$ cat config.mk
export PLATFORM = sky130hd
export DESIGN_NAME = alarm_scheduler
export DESIGN_NICKNAME = d
export VERILOG_FILES = /design/src/rtl/clock_pkg.sv /design/src/rtl/bcd_wrap_inc.sv /design/src/rtl/alarm_scheduler.sv
export SDC_FILE = /design/constraint.sdc
export NUM_CORES = 1
export LEC_CHECK = 0
export CAP_MARGIN = 20
export CORE_UTILIZATION = 50
export DETAILED_ROUTE_END_ITERATION = 12
export PLACE_DENSITY_LB_ADDON = 0.12
export SLEW_MARGIN = 40
export SYNTH_ARGS = -nofsm -noshare
export SYNTH_HDL_FRONTEND = slang
export SYNTH_HIERARCHICAL = 1
export SYNTH_SLANG_ARGS = --single-unit
$ cat constraint.sdc
create_clock -name clk -period 2.46 [get_ports clk]
set_input_delay 0.246 -clock clk [delete_from_list [all_inputs] [get_ports clk]]
set_output_delay 0.246 -clock clk [all_outputs]
set_load 0.005 [all_outputs]
$ cat src/rtl/clock_pkg.sv
// Shared types and constants for the alarm controller.
// Holds the FSM state, blink-field codes, BCD limits and LED patterns.
package clock_pkg;

    typedef enum logic [2:0] {
        IDLE,
        SET_H,
        SET_M,
        RING,
        SNOOZE
    } state_t;

    localparam logic [1:0] FIELD_NONE = 2'b00;
    localparam logic [1:0] FIELD_HOUR = 2'b01;
    localparam logic [1:0] FIELD_MIN  = 2'b10;

    localparam logic [7:0] HOUR_MAX = 8'h23;
    localparam logic [7:0] MIN_MAX  = 8'h59;

    localparam logic [7:0] LED_PAT_A = 8'hF0;
    localparam logic [7:0] LED_PAT_B = 8'h0F;

    function automatic logic [1:0] field_of(input state_t s);
        case (s)
            SET_H:   return FIELD_HOUR;
            SET_M:   return FIELD_MIN;
            default: return FIELD_NONE;
        endcase
    endfunction

endpackage

$ cat src/rtl/bcd_wrap_inc.sv
// Two-digit BCD increment that wraps to 00 once the value hits its limit.
// Purely combinational; inputs are assumed to be legal BCD.
module bcd_wrap_inc (
    input  logic [7:0] value,
    input  logic [7:0] limit,
    output logic [7:0] result
);

    logic       carry;
    logic [3:0] units;
    logic [3:0] tens;

    always_comb begin
        carry = (value[3:0] == 4'd9);
        units = carry ? 4'd0 : value[3:0] + 4'd1;
        tens  = carry ? value[7:4] + 4'd1 : value[7:4];
        if (value == limit)
            result = 8'h00;
        else
            result = {tens, units};
    end

endmodule

$ cat src/rtl/alarm_scheduler.sv
// Alarm controller: stores a BCD HH:MM alarm, compares it with the running
// time and sequences ring / snooze / dismiss on the LED bank.
module alarm_scheduler
    import clock_pkg::*;
#(
    parameter logic [7:0] ALARM_H_INIT = 8'h07,
    parameter logic [7:0] ALARM_M_INIT = 8'h00,
    parameter int         RING_SECS    = 60,
    parameter int         SNOOZE_SECS  = 300,
    parameter int         MAX_SNOOZE   = 3
) (
    input  logic       clk,
    input  logic       rst,
    input  logic       tick_1hz,
    input  logic       set_btn,
    input  logic       inc_btn,
    input  logic       alarm_en,
    input  logic [7:0] cur_hours,
    input  logic [7:0] cur_minutes,
    input  logic [7:0] cur_seconds,
    output logic [7:0] alarm_hours,
    output logic [7:0] alarm_minutes,
    output logic [1:0] set_field,
    output logic       ringing,
    output logic       snoozing,
    output logic [7:0] led
);

    localparam logic [9:0] RING_LIM   = 10'(RING_SECS);
    localparam logic [9:0] SNOOZE_LIM = 10'(SNOOZE_SECS);
    localparam logic [2:0] SNOOZE_MAX = 3'(MAX_SNOOZE);

    state_t     state, state_n;
    logic [9:0] ring_cnt, ring_cnt_n;
    logic [9:0] snooze_cnt, snooze_cnt_n;
    logic [2:0] snooze_used, snooze_used_n;
    logic [7:0] hours_n, minutes_n, led_n;
    logic [7:0] hours_inc, minutes_inc;
    logic       set_d, inc_d, match_d;
    logic       set_press, inc_press, match_now, trigger;

    bcd_wrap_inc u_hour_inc (
        .value  (alarm_hours),
        .limit  (HOUR_MAX),
        .result (hours_inc)
    );

    bcd_wrap_inc u_min_inc (
        .value  (alarm_minutes),
        .limit  (MIN_MAX),
        .result (minutes_inc)
    );

    // Set wins over inc when both rise in the same cycle.
    assign set_press = set_btn & ~set_d;
    assign inc_press = inc_btn & ~inc_d & ~set_press;

    assign match_now = alarm_en
                     & (cur_hours == alarm_hours)
                     & (cur_minutes == alarm_minutes)
                     & (cur_seconds == 8'h00);
    assign trigger = match_now & ~match_d;

    always_comb begin
        state_n       = state;
        ring_cnt_n    = ring_cnt;
        snooze_cnt_n  = snooze_cnt;
        snooze_used_n = snooze_used;
        hours_n       = alarm_hours;
        minutes_n     = alarm_minutes;
        led_n         = 8'h00;
        case (state)
            IDLE: begin
                if (set_press) begin
                    state_n = SET_H;
                end else if (trigger) begin
                    state_n       = RING;
                    ring_cnt_n    = 10'd0;
                    snooze_used_n = 3'd0;
                    led_n         = LED_PAT_A;
                end
            end
            SET_H: begin
                if (set_press)
                    state_n = SET_M;
                else if (inc_press)
                    hours_n = hours_inc;
            end
            SET_M: begin
                if (set_press)
                    state_n = IDLE;
                else if (inc_press)
                    minutes_n = minutes_inc;
            end
            RING: begin
                led_n = led;
                if (!alarm_en || set_press) begin
                    state_n = IDLE;
                    led_n   = 8'h00;
                end else if (inc_press && snooze_used < SNOOZE_MAX) begin
                    state_n       = SNOOZE;
                    snooze_cnt_n  = SNOOZE_LIM;
                    snooze_used_n = snooze_used + 3'd1;
                    led_n         = 8'h00;
                end else if (tick_1hz) begin
                    ring_cnt_n = ring_cnt + 10'd1;
                    led_n      = (led == LED_PAT_A) ? LED_PAT_B : LED_PAT_A;
                    if (ring_cnt + 10'd1 == RING_LIM) begin
                        state_n = IDLE;
                        led_n   = 8'h00;
                    end
                end
            end
            SNOOZE: begin
                if (!alarm_en || set_press) begin
                    state_n = IDLE;
                end else if (tick_1hz) begin
                    snooze_cnt_n = snooze_cnt - 10'd1;
                    if (snooze_cnt == 10'd1) begin
                        state_n    = RING;
                        ring_cnt_n = 10'd0;
                        led_n      = LED_PAT_A;
                    end
                end
            end
            default: state_n = IDLE;
        endcase
    end

    always_ff @(posedge clk) begin
        if (rst) begin
            state         <= IDLE;
            ring_cnt      <= 10'd0;
            snooze_cnt    <= 10'd0;
            snooze_used   <= 3'd0;
            alarm_hours   <= ALARM_H_INIT;
            alarm_minutes <= ALARM_M_INIT;
            set_field     <= FIELD_NONE;
            ringing       <= 1'b0;
            snoozing      <= 1'b0;
            led           <= 8'h00;
            set_d         <= 1'b1;
            inc_d         <= 1'b1;
            match_d       <= 1'b0;
        end else begin
            state         <= state_n;
            ring_cnt      <= ring_cnt_n;
            snooze_cnt    <= snooze_cnt_n;
            snooze_used   <= snooze_used_n;
            alarm_hours   <= hours_n;
            alarm_minutes <= minutes_n;
            set_field     <= field_of(state_n);
            ringing       <= (state_n == RING);
            snoozing      <= (state_n == SNOOZE);
            led           <= led_n;
            set_d         <= set_btn;
            inc_d         <= inc_btn;
            match_d       <= match_now;
        end
    end

endmodule
==> flow_metrics.tcl <==
set metrics [dict create \
    peakVddDrop_uv 280 \
    clkSlewWorstSetupHoldPaths_ns 0.11 \
    p_leak_nw 1.72 \
    cp.required_ns 2.65 \
    fillCellCount 581 \
    synth_edf_count 0 \
    power_mw 1.53 \
    finalCriticalPeriod_ns 2.34 \
    seqCellArea_mm2 0.00102 \
    post_cts_buffers 0 \
    maxCapViolCount 0 \
    dieArea_mm2 0.00699 \
    n_antenna_cell 0 \
    start_util_pct 52.1 \
    whs_ns 0.489 \
    syn_inst 387 \
    timing.slew.headroom_pct 56.1 \
    syn_area_mm2 0.00333 \
    ys.flop_type "dfxtp_1" \
    clockBufferDepth 2 \
    avgSynthCellArea_um2 8.60 \
    cts-buffers-inserted 5 \
    ys_warn_count 6 \
    crit_top_cell "or4_4" \
    ys_ff_latch 51 \
    ant_nets 0 \
    placed_cells 538 \
    grt_pass1_vias 2824 \
    path_buf_inv 0 \
    worst-path-max-fanout 5 \
    groute.usage.overall_pct 22.1 \
    worstSetupEndpointType "flop" \
    hold_path.class "flop to flop" \
    place_ws_ns -0.173 \
    grt_pass1_wl_um 12700 \
    nets 505 \
    cts_tree "built" \
    tightest_slew_ns 0.657 \
    stdcell_count 547 \
    yosys.cell_types.count 68 \
    hold_viol 0 \
    port_buffers 57 \
    finalSetupTns_ns 0 \
    dp_hpwl_um 5570 \
    route.detailed.drc 0 \
    post_dp_cell_area_mm2 0.00411 \
    p_per_area_mw_per_mm2 363 \
    skew_ns 0.0122 \
    clock_latency_ns 0.31 \
    io_pins 58 \
    antenna_found_initial 0 \
    rsz0062_at_grt "no" \
    multiInputGateArea_mm2 0.00222 \
    rows 29 \
    setup_ws_ns 0.122 \
    grt_max_degree 39 \
    core_mm2 0.00639 \
    routed_wire_length_per_instance_um 14.1 \
    maxClockFrequency_mhz 428 \
    cp_slowest_stage_delay_ns 0.58 \
    worstSetupPathType "flop to flop" \
    initialDrtViolationCount 140 \
    crit_family "simple AND/OR/NAND/NOR gates" \
    synth_seq_area_share_pct 30.7 \
    h-tree-depth 2 \
    critical_path_arrival_ns 2.53 \
    num_vias 3050 \
    dr.pass1.iters 4 \
    drive_above_1_share_pct 13.0 \
    post-route-period-util_pct 95.0 \
    synthArstFlopShare_pct 0 \
    die_w_um 83.6 \
    fp.dieH_um 83.6 \
    utilization_pct 66.2 \
    grt_overflow 0 \
    path_cells "or4_4 > or4_4 > and2_4 > a31oi_4 > o21ai_4 > a22oi_1 > nor2_1" \
    finalSetupViolations 0 \
    drt_wl_total_um 7700 \
    syn_to_final_growth_pct 26.9 \
    clkSinkCount 51 \
    gp_congestion 0.803 \
    fin_area_mm2 0.00423 \
    via_per_inst 5.58 \
    crit_slowest_cell "or4_4" \
    cts_root_buf "clkbuf_8" \
    final_max_slew_viol_count 0 \
    status "completed" \
    critPathLaunchType "flop" \
]
-- registers in the layout (all words and copies together), names as in the netlist --
register	flops
inc_d	1
state	3
led	2
alarm_hours	8
set_field	2
match_d	1
snoozing	1
snooze_cnt	10
alarm_minutes	8
set_d	1
ring_cnt	10
ringing	1
snooze_used	3
-- layout make-up --
cell class,count,area share [%]
tap,77,2.28
sequential,51,24.2
timing repair buffer,78,17.2
clock inverter,3,0.681
multi-input combinational,318,52.7
inverter,15,1.33
clock buffer,5,1.63
-- cells by family (layout without fill, tap and decap cells) --
group,after synthesis,in the layout,synth area share (%)
xor+xnor,42,42,11.0
mux,18,18,5.41
other cells,2,16,0.226
buf+inv,33,101,4.58
compound gates,79,80,15.5
flops,51,51,30.7
fa+ha+maj,6,6,2.25
simple gates,156,156,30.3
-- synthesized netlist by cell type, types with 3 or more instances --
master | count | area (µm²)
dfxtp_1 | 51 | 1020
nor2_1 | 42 | 158
a21oi_1 | 27 | 135
xor2_1 | 27 | 236
mux2i_1 | 18 | 180
nand2_1 | 16 | 60.1
xnor2_1 | 15 | 131
nor3_1 | 14 | 70.1
o21ai_0 | 14 | 70.1
inv_1 | 13 | 48.8
or3_1 | 11 | 68.8
nand2b_1 | 10 | 62.6
clkbuf_1 | 9 | 33.8
nand3_1 | 9 | 45.0
a22oi_1 | 7 | 52.6
buf_4 | 6 | 45.0
ha_1 | 6 | 75.1
nand3b_1 | 6 | 45.0
nor2b_1 | 6 | 37.5
and3_1 | 5 | 31.3
or4_4 | 5 | 56.3
nor4_4 | 4 | 85.1
o21ai_1 | 4 | 20.0
a31oi_1 | 3 | 18.8
a32oi_1 | 3 | 26.3
nor4_1 | 3 | 18.8
or2_2 | 3 | 18.8
-- layout by cell type, fill, tap and decap left out, types with 5 or more instances in the layout --
master,instances
xnor2_1,15
ha_1,6
nand2_1,16
a22oi_1,7
or3_1,11
xor2_1,27
conb_1,16
nor2_1,42
and3_1,5
nand2b_1,10
or4_4,5
dfxtp_1,50
a21oi_1,27
clkbuf_8,5
nand3_1,9
inv_1,13
nor2b_1,6
clkdlybuf4s50_1,57
mux2i_1,18
buf_4,21
o21ai_0,14
nor3_1,14
nand3b_1,6
-- where the power goes --
part / switching, mW / internal (mW) / total [mW]
clock network: 0.313 / 0.212 / 0.525
logic: 0.0881 / 0.0883 / 0.176
registers: 0.00314 / 0.830 / 0.834
-- per-layer routing --
metal | wire [µm] | part of all wire (%) | global-route usage (%) | vias to the layer above
li1 | - | - | - | 1529
met1 | 3560 | 46 | 30.3 | 1414
met2 | 3570 | 46 | 35.6 | 103
met3 | 533 | 6.9 | 3.66 | 4
met4 | 32 | 0.42 | 6.47 | 0
met5 | 0 | 0 | 0 | -
-- timing repair --
action | CTS | global route
hold endpoints to repair | 0 | 0
resized for setup | 0 | 2
hold buffers | 0 | 0
endpoints found under the setup margin | 0 | 2
-- final timing paths --
path | startpoint | end | slack, ns | depth (start not counted)
max | snooze_cnt[3] | ring_cnt[1] | 0.12 | 7
min | snooze_cnt[1] | snooze_cnt[1] | 0.49 | 2
min reg2reg | snooze_cnt[1] | snooze_cnt[1] | 0.49 | 2
max reg2reg | snooze_cnt[3] | ring_cnt[1] | 0.12 | 7
-- tightest hold or removal path, cell delays in order, from the launching register on --
cell and delay (ns):
dfxtp_2 0.35, nand3_1 0.06, a21oi_1 0.05
No activity file was read; power rests on OpenSTA's default activity.
